### config.mk
export PLATFORM = sky130hd
export DESIGN_NAME = fifo_read_streamer
export DESIGN_NICKNAME = d
export VERILOG_FILES = /design/src/rtl/fifo_read_streamer.sv
export SDC_FILE = /design/constraint.sdc
export NUM_CORES = 1
export LEC_CHECK = 0
export ABC_CLOCK_PERIOD_IN_PS = 4150
export BUFFER_PORTS_ARGS = -buffer_cell sky130_fd_sc_hd__buf_2
export CAP_MARGIN = 20
export CORE_ASPECT_RATIO = 0.7
export CORE_UTILIZATION = 49
export CTS_CLUSTER_SIZE = 25
export DETAILED_ROUTE_END_ITERATION = 8
export GPL_ROUTABILITY_DRIVEN = 0
export GPL_TIMING_DRIVEN = 0
export PLACE_DENSITY = 0.76
export SLEW_MARGIN = 20
export SYNTH_ARGS = -nofsm -noshare
export SYNTH_HDL_FRONTEND = slang
export SYNTH_SLANG_ARGS = --single-unit
### constraint.sdc
create_clock -name clk -period 4.15 [get_ports clk]
set_input_delay 0.415 -clock clk [delete_from_list [all_inputs] [get_ports clk]]
set_output_delay 0.415 -clock clk [all_outputs]
set_load 0.01 [all_outputs]
### src/rtl/fifo_read_streamer.sv
`default_nettype none
// ============================================================================
//  Module      : fifo_read_streamer
//  Description : Turns the registered read port of a synchronous FIFO into a
//                valid/ready stream. A 3-entry skid buffer absorbs the one
//                cycle read latency, so the downstream side can stall without
//                any combinational path from i_ready to o_fifo_read.
//
//  Ports
//    clk              : single clock, rising edge
//    i_rst            : synchronous active-high reset
//    i_fifo_empty     : upstream FIFO empty flag
//    i_fifo_read_data : upstream FIFO registered read data
//    o_fifo_read      : pop request to the upstream FIFO
//    i_flush          : discard buffered and in-flight words
//    o_valid          : downstream word valid
//    o_data           : downstream word
//    i_ready          : downstream accepts the word
//    o_level          : words currently held in the buffer (0..3)
//
//  Revision    : 1.0 - initial release
// ============================================================================
module fifo_read_streamer #(
   parameter int DataWidth = 32
) (
   input  logic                 clk,
   input  logic                 i_rst,
   input  logic                 i_fifo_empty,
   input  logic [DataWidth-1:0] i_fifo_read_data,
   output logic                 o_fifo_read,
   input  logic                 i_flush,
   output logic                 o_valid,
   output logic [DataWidth-1:0] o_data,
   input  logic                 i_ready,
   output logic [1:0]           o_level
);

   localparam logic [1:0] c_last_idx  = 2'd2;
   localparam logic [2:0] c_max_issue = 3'd2;

   logic [DataWidth-1:0] r_buf [0:2];
   logic [1:0]           r_head;
   logic [1:0]           r_tail;
   logic [1:0]           r_count;
   logic                 r_in_flight;

   logic [2:0]           w_occupancy;
   logic                 w_fifo_read;
   logic                 w_capture;
   logic                 w_pop;

   function automatic logic [1:0] next_ptr(input logic [1:0] p);
      return (p == c_last_idx) ? 2'd0 : p + 2'd1;
   endfunction

   // Buffered words plus the word still in the FIFO output register. A read
   // is only issued while a free slot is guaranteed for its data, so a capture
   // can never land in a full buffer even if the consumer stalls forever.
   assign w_occupancy = {1'b0, r_count} + {2'b00, r_in_flight};
   assign w_fifo_read = !i_fifo_empty && !i_flush && !i_rst && (w_occupancy <= c_max_issue);

   // The FIFO read data is valid in the cycle after the pop request.
   assign w_capture   = r_in_flight && !i_flush;
   assign w_pop       = (r_count != 2'd0) && i_ready && !i_flush;

   always_ff @(posedge clk) begin
      if (i_rst || i_flush) begin
         r_head      <= 2'd0;
         r_tail      <= 2'd0;
         r_count     <= 2'd0;
         r_in_flight <= 1'b0;
      end else begin
         r_in_flight <= w_fifo_read;
         if (w_capture) begin
            r_tail <= next_ptr(r_tail);
         end
         if (w_pop) begin
            r_head <= next_ptr(r_head);
         end
         case ({w_capture, w_pop})
            2'b10:   r_count <= r_count + 2'd1;
            2'b01:   r_count <= r_count - 2'd1;
            default: r_count <= r_count;
         endcase
      end
   end

   // Data storage is deliberately left unreset; o_data is ignored while
   // o_valid is low.
   always_ff @(posedge clk) begin
      if (w_capture && !i_rst) begin
         r_buf[r_tail] <= i_fifo_read_data;
      end
   end

   assign o_fifo_read = w_fifo_read;
   assign o_valid     = (r_count != 2'd0);
   assign o_data      = r_buf[r_head];
   assign o_level     = r_count;

endmodule
`default_nettype wire
==> results of run 1 <==
[per-layer routing]
layer,wire [µm],part of all wire [%],track usage (%),vias to the layer above
met5,0,0,0,-
met3,475,6.7,7.143,9
met1,3175,45,23.90,1080
met4,70,0.99,3.867,0
li1,-,-,-,1118
met2,3362,47,29.31,75
[critical path, cell delays in order, from the launching register on]
cell	delay, ns
dfxtp_1	0.47
ha_1	0.22
inv_1	0.05
ha_1	0.26
nor3b_1	0.17
nor2_1	0.08
nor3_1	0.16
buf_2	0.15
[Yosys cell counts]
master | number | area, µm²
edfxtp_1 | 96 | 2883
nand2_1 | 37 | 138.9
o21ai_0 | 33 | 165.2
mux2i_1 | 32 | 320.3
dfxtp_1 | 9 | 180.2
clkbuf_1 | 7 | 26.28
a21oi_1 | 5 | 25.02
ha_1 | 4 | 50.05
buf_4 | 3 | 22.52
nor2_1 | 3 | 11.26
nor3_1 | 3 | 15.01
or3_1 | 3 | 18.77
buf_2 | 2 | 10.01
inv_1 | 2 | 7.510
or2_2 | 2 | 12.51
or3b_1 | 2 | 17.52
buf_6 | 1 | 11.26
nand2b_4 | 1 | 13.76
nor3b_1 | 1 | 7.510
nor4_1 | 1 | 6.260
nor4b_1 | 1 | 8.760
o21ai_2 | 1 | 8.760
xnor2_1 | 1 | 8.760
xor2_1 | 1 | 8.760
[cell families after synthesis]
kind of cell	count (synthesis)	share of synthesized area [%]
flip-flops	105	77.01
XOR/XNOR	2	0.4405
AND/OR/NAND/NOR	54	6.291
AO/OA/AOI/OAI	39	5.002
adder cells (fa/ha/maj)	4	1.258
multiplexers	32	8.053
buffers and inverters	15	1.950
[sequential cells by signal, summed over array words and instances, names as in the netlist, named ones only]
name,cells
r_buf,96
r_head,2
r_in_flight,1
o_level,2
r_tail,2
[worst paths after layout]
path / start / to / slack, ns / cells past startpoint
worst max-delay path: o_level[0] / o_fifo_read / 1.84 / 7
worst min-delay path: i_fifo_empty / r_in_flight / 0.27 / 2
worst max register to register: r_in_flight / r_buf[1][15] / 2.32 / 5
worst min register to register: r_head[1] / flip-flop / 0.50 / 2
[through the flow]
stage / instance area (µm²) / power (mW) / TNS (ns) / instances
after floorplan: 3990 / 1.196 / 0 / 251
after global placement: 4477 / 1.226 / -40.21 / 424
after detailed placement: 4604 / 1.230 / 0 / 434
after CTS: 4911 / 2.088 / 0 / 448
after global routing: 4911 / 2.138 / 0 / 448
final: 4911 / 2.067 / 0 / 448
[cell type report]
cell class                      instances  area (µm²)  area share, %
Sequential cell                       105        3063          62.37
Buffer                                 13       70.07          1.427
Multi-Input combinational cell        131       872.1          17.76
Clock inverter                          5       81.33          1.656
Timing Repair Buffer                   82       465.4          9.478
Tap cell                              101       126.4          2.573
Inverter                                2       7.507         0.1529
Clock buffer                            9       225.2          4.586
[power groups by stage]
stage	registers (mW)	logic, mW	clock network (mW)
after floorplan	1.18	0.0136	0
after global placement	1.18	0.0435	0
after detailed placement	1.18	0.0480	0
after CTS	1.16	0.0484	0.880
after global routing	1.16	0.0532	0.926
final	1.16	0.0481	0.860
==> flow_metrics.tcl, run 1 <==
set metrics [dict create \
    switching_share_pct 17.71 \
    drt-initial-drc-count 88 \
    nets 385 \
    fin_crit_ns 2.310 \
    power.share.sequential_pct 56.1 \
    design.die.area_um2 8487 \
    netlist_area_um2 3978 \
    rsz0062_at_grt "false" \
    antenna_found_initial 0 \
    clk_latency_ns 0.33 \
    synth_seq_area_share_pct 77.01 \
    p_clk_share_pct 41.6 \
    numCtsBuffers 9 \
    avgSynthCellArea_um2 15.85 \
    hpwl_um 4825 \
    arrival_ns 1.90 \
    yosysUniqueCellTypes 24 \
    rows 27 \
    hold_slack_ns 0.2666 \
    overflow 0 \
    setup_ws_ns 1.840 \
    postCtsSetupBuffers 0 \
    postCtsResizedCells 0 \
    areaGrowthSynthToFinish_pct 23.47 \
    start_kind "flip-flop" \
    fp.coreArea_um2 7871 \
    grt_pass1_vias 2272 \
    die_x_um 109.7 \
    routed_wl_um 7084 \
    portBuffers 72 \
    clock_sinks 105 \
    syn_nets 292 \
    p_per_area_nw_per_um2 420.9 \
    final_util_pct 62.39 \
    p_int_mw 1.701 \
    place_worst_setup_slack_ns 1.841 \
    critical_path.max_fanout 6 \
    fin_skew_ns 0.005062 \
    drv_slew 0 \
    cts_htree_levels 3 \
    drive_gt1_share_pct 31.41 \
    criticalPathCategory "reg2out" \
    max-cap-violations 0 \
    viasPerCell 5.094 \
    grt_pass1_wl_um 11320 \
    min_path_type "in2reg" \
    worstMarginPinSlew_ns 0.6117 \
    firstDrtPassIters 4 \
    status "finished, final reports clean" \
    combPwrFrac_pct 2.3 \
    wl_per_cell_um 15.81 \
    yosys_warnings 0 \
    grt_max_degree 17 \
    hold_buffers 0 \
    drc 0 \
    max_freq_mhz 432.8 \
    n_fill_cell 583 \
    final_common_cell "edfxtp_1" \
    antenna_left 0 \
    cts_root_buf "clkbuf_16" \
    groute.usage.overall_pct 18.34 \
    diodes 0 \
    crit_required_ns 3.73 \
    cts_max_path_buffers 2 \
    finalHoldViolCount 0 \
    layout_common_cells "96 x edfxtp_1, 74 x buf_2, 37 x nand2_1" \
    ioPinCount 73 \
    endpoint_kind "output port" \
    vdd_drop_max_mv 0.2954 \
    switchingPower_mw 0.3661 \
    timing.final.crit_share_pct 55.67 \
    clk_pin_slew_worst_paths_ns 0.06 \
    ys_ff_latch 105 \
    syn_inst 251 \
    setup_viol 0 \
    vias 2282 \
    cts_tree "built" \
    fp.dieH_um 77.38 \
    slew-limit-headroom_pct 59.05 \
    start_util_pct 50.53 \
    leakage_nw 1.666 \
]
No activity file was read; power rests on OpenSTA's default activity.
==> inputs of run 2 (changes only) <==
--- a/config.mk
+++ b/config.mk
@@ -5,16 +5,17 @@
 export SDC_FILE = /design/constraint.sdc
 export NUM_CORES = 1
 export LEC_CHECK = 0
-export ABC_CLOCK_PERIOD_IN_PS = 4150
+export ABC_AREA = 1
+export ABC_CLOCK_PERIOD_IN_PS = 2400
 export BUFFER_PORTS_ARGS = -buffer_cell sky130_fd_sc_hd__buf_2
 export CAP_MARGIN = 20
 export CORE_ASPECT_RATIO = 0.7
-export CORE_UTILIZATION = 49
+export CORE_UTILIZATION = 50
 export CTS_CLUSTER_SIZE = 25
 export DETAILED_ROUTE_END_ITERATION = 8
 export GPL_ROUTABILITY_DRIVEN = 0
 export GPL_TIMING_DRIVEN = 0
-export PLACE_DENSITY = 0.76
+export PLACE_DENSITY = 0.75
 export SLEW_MARGIN = 20
 export SYNTH_ARGS = -nofsm -noshare
 export SYNTH_HDL_FRONTEND = slang
==> constraint.sdc (replaced) <==
create_clock -name clk -period 2.4 [get_ports clk]
set_input_delay 0.24 -clock clk [delete_from_list [all_inputs] [get_ports clk]]
set_output_delay 0.24 -clock clk [all_outputs]
set_load 0.01 [all_outputs]
==> run 2 against run 1 <==
  * Core utilization rose by 0.22 points
  * Critical path depth shrank 1
  * First-iteration DRC count rose by 26%
  * Power increased by 67%
  * Critical endpoint unchanged
  * Largest cell class unchanged
==> flow_metrics.tcl, run 2 <==
set metrics [dict create \
    crit_required_ns 2.16 \
    met2WireLength_um 3490 \
    fin_crit_ns 2.033 \
    grt_pass1_wl_um 11700 \
    die_x_um 109.6 \
    synth-edff-count 96 \
    timing.final.crit_share_pct 84.69 \
    yosysUniqueCellTypes 21 \
    areaGrowthSynthToFinish_pct 21.69 \
    clock_sinks 105 \
    leakage_nw 1.888 \
    ff2ff_setup_slack_ns 0.63 \
    setup_viol 0 \
    rows 27 \
    cts_root_buf "clkbuf_16" \
    finalNonFillerCells 496 \
    fin_tns_setup_ns 0 \
    min_path_type "in2reg" \
    diodes 0 \
    fp.coreArea_um2 7871 \
    drive_gt1_share_pct 29.37 \
    netlist_area_um2 4050 \
    syn_nets 343 \
    ys_ff_latch 105 \
    vias 2546 \
    syn_inst 302 \
    clk_latency_ns 0.34 \
    multi_input_area_um2 833.3 \
    ys_top_cells_by_count "96 x edfxtp_1, 69 x a21oi_1, 43 x nand2_1, 43 x nor2_1, 10 x inv_1" \
    design.die.area_um2 8470 \
    finalHoldViolCount 0 \
    grt_max_degree 24 \
    wl_per_cell_um 14.91 \
    antenna_left 0 \
    largest_register_ffs 96 \
    synth.area.top_cells "edfxtp_1 71%, a21oi_1 8.5%, dfxtp_1 4.4%, nand2_1 4.0%, nor2_1 4.0%" \
    hpwl_um 4903 \
    postCtsSetupBuffers 0 \
    p_per_area_nw_per_um2 699.0 \
    rsz0062_at_grt "false" \
    p_total_mw 3.445 \
    ioPinCount 73 \
    start_util_pct 51.45 \
    top_register "r_buf" \
    max_freq_mhz 492.0 \
    cts_max_path_buffers 2 \
    avgSynthCellArea_um2 13.41 \
    vdd_drop_max_mv 0.4441 \
    m1WireLength_um 3338 \
    n_fill_cell 625 \
    max-cap-violations 0 \
    cts_tree "built" \
    firstDrtPassIters 4 \
    groute.usage.overall_pct 18.88 \
    wl_met3_um 484 \
    synth_top_area_cell "edfxtp_1" \
    critical_path.max_fanout 7 \
    nets 431 \
    criticalPathCategory "reg2out" \
    hold_buffers 0 \
    numCtsBuffers 9 \
    dp_cells 480 \
    endpoint_kind "output port" \
    yosys.cell_count.top_type "edfxtp_1" \
    overflow 0 \
    synth_seq_area_share_pct 75.63 \
    ys.flop_type "edfxtp_1" \
    status "finished, final reports clean" \
    arrival_ns 1.79 \
    slew-limit-headroom_pct 59.07 \
    yosysTopAreaCellShare_pct 71.18 \
    top_layer_used "met4" \
    final_common_cell "edfxtp_1" \
    postCtsResizedCells 0 \
    final_util_pct 62.61 \
    clk_pin_slew_worst_paths_ns 0.07 \
    antenna_found_initial 0 \
    fin_skew_ns 0.004485 \
    routed_wl_um 7394 \
    fp.dieH_um 77.30 \
    cts_htree_levels 3 \
    drt-initial-drc-count 111 \
    hold_slack_ns 0.09161 \
    grt_pass1_vias 2434 \
    viasPerCell 5.133 \
    drv_slew 0 \
    worstMarginPinSlew_ns 0.6094 \
    drc 0 \
    portBuffers 72 \
    start_kind "flip-flop" \
    async_flop_share_pct 0 \
    layout_common_cells "96 x edfxtp_1, 72 x buf_2, 69 x a21oi_1" \
    regArea_um2 3063 \
    yosys_warnings 0 \
]
## run 2: changes by cell type after synthesis, moves of 3 or more
cell,change
a21oi_1,+64
buf_4,+5
buf_6,+5
clkbuf_1,-7
inv_1,+8
mux2i_1,-32
nand2_1,+6
nor2_1,+40
nor3_1,-3
o21ai_0,-32
or3_1,-3
## run 2: worst max-delay path, cell delays in order (launching register included)
cell     delay (ns)
dfxtp_1        0.45
ha_1           0.22
inv_1          0.05
ha_1           0.25
nor3b_1        0.23
o21a_1         0.14
buf_2          0.12
## run 2: power breakdown
| part | internal [mW] | total (mW) | switching [mW] |
|---|---|---|---|
| Clock | 0.712 | 1.35 | 0.635 |
| Sequential | 2.00 | 2.00 | 0.00258 |
| Combinational | 0.0399 | 0.0943 | 0.0544 |
| Total | 2.75 | 3.44 | 0.692 |
## run 2: final cells by class
| cell class | count | area share [%] |
|---|---|---|
| plain buffers | 14 | 2.589 |
| clock buffers | 9 | 4.570 |
| clock inverters | 7 | 1.041 |
| inverters | 13 | 1.142 |
| multi-input cells | 170 | 16.91 |
| flip-flops and latches | 105 | 62.15 |
| well taps | 101 | 2.564 |
| repair buffers | 77 | 9.038 |
## run 2: routing by layer
metal	vias to the layer above	global-route usage (%)
met5	-	0
met4	0	6.667
met3	10	6.122
met2	72	29.94
met1	1210	24.39
li1	1254	-
## run 2: cell families (layout without fill, tap and decap cells)
group	Yosys count	after routing	synth area share, %
AOI/OAI and AO/OA	72	72	9.020
buffers and inverters	27	120	4.541
DFF	105	105	75.63
adders and majority gates	4	4	1.236
and+or+nand+nor	94	94	9.577
## run 2: per-stage QoR
| step | area, µm² | setup slack (ns) |
|---|---|---|
| global placement | 4552 | -0.9527 |
| floorplan | 4065 | -0.01135 |
| CTS | 4928 | 0.3436 |
| finish | 4928 | 0.3674 |
| detailed placement | 4652 | 0.5154 |
| global route | 4928 | 0.2124 |
## run 2: path summary, 6_finish.rpt
| kind | startpoint | endpoint | depth (start not counted) |
|---|---|---|---|
| max | o_level[0] | o_fifo_read | 6 |
| min | i_fifo_read_data[3] | r_buf[1][3] | 1 |
| max reg2reg | r_in_flight | r_buf[1][29] | 5 |
| min reg2reg | r_tail[1] | r_tail[1] | 2 |
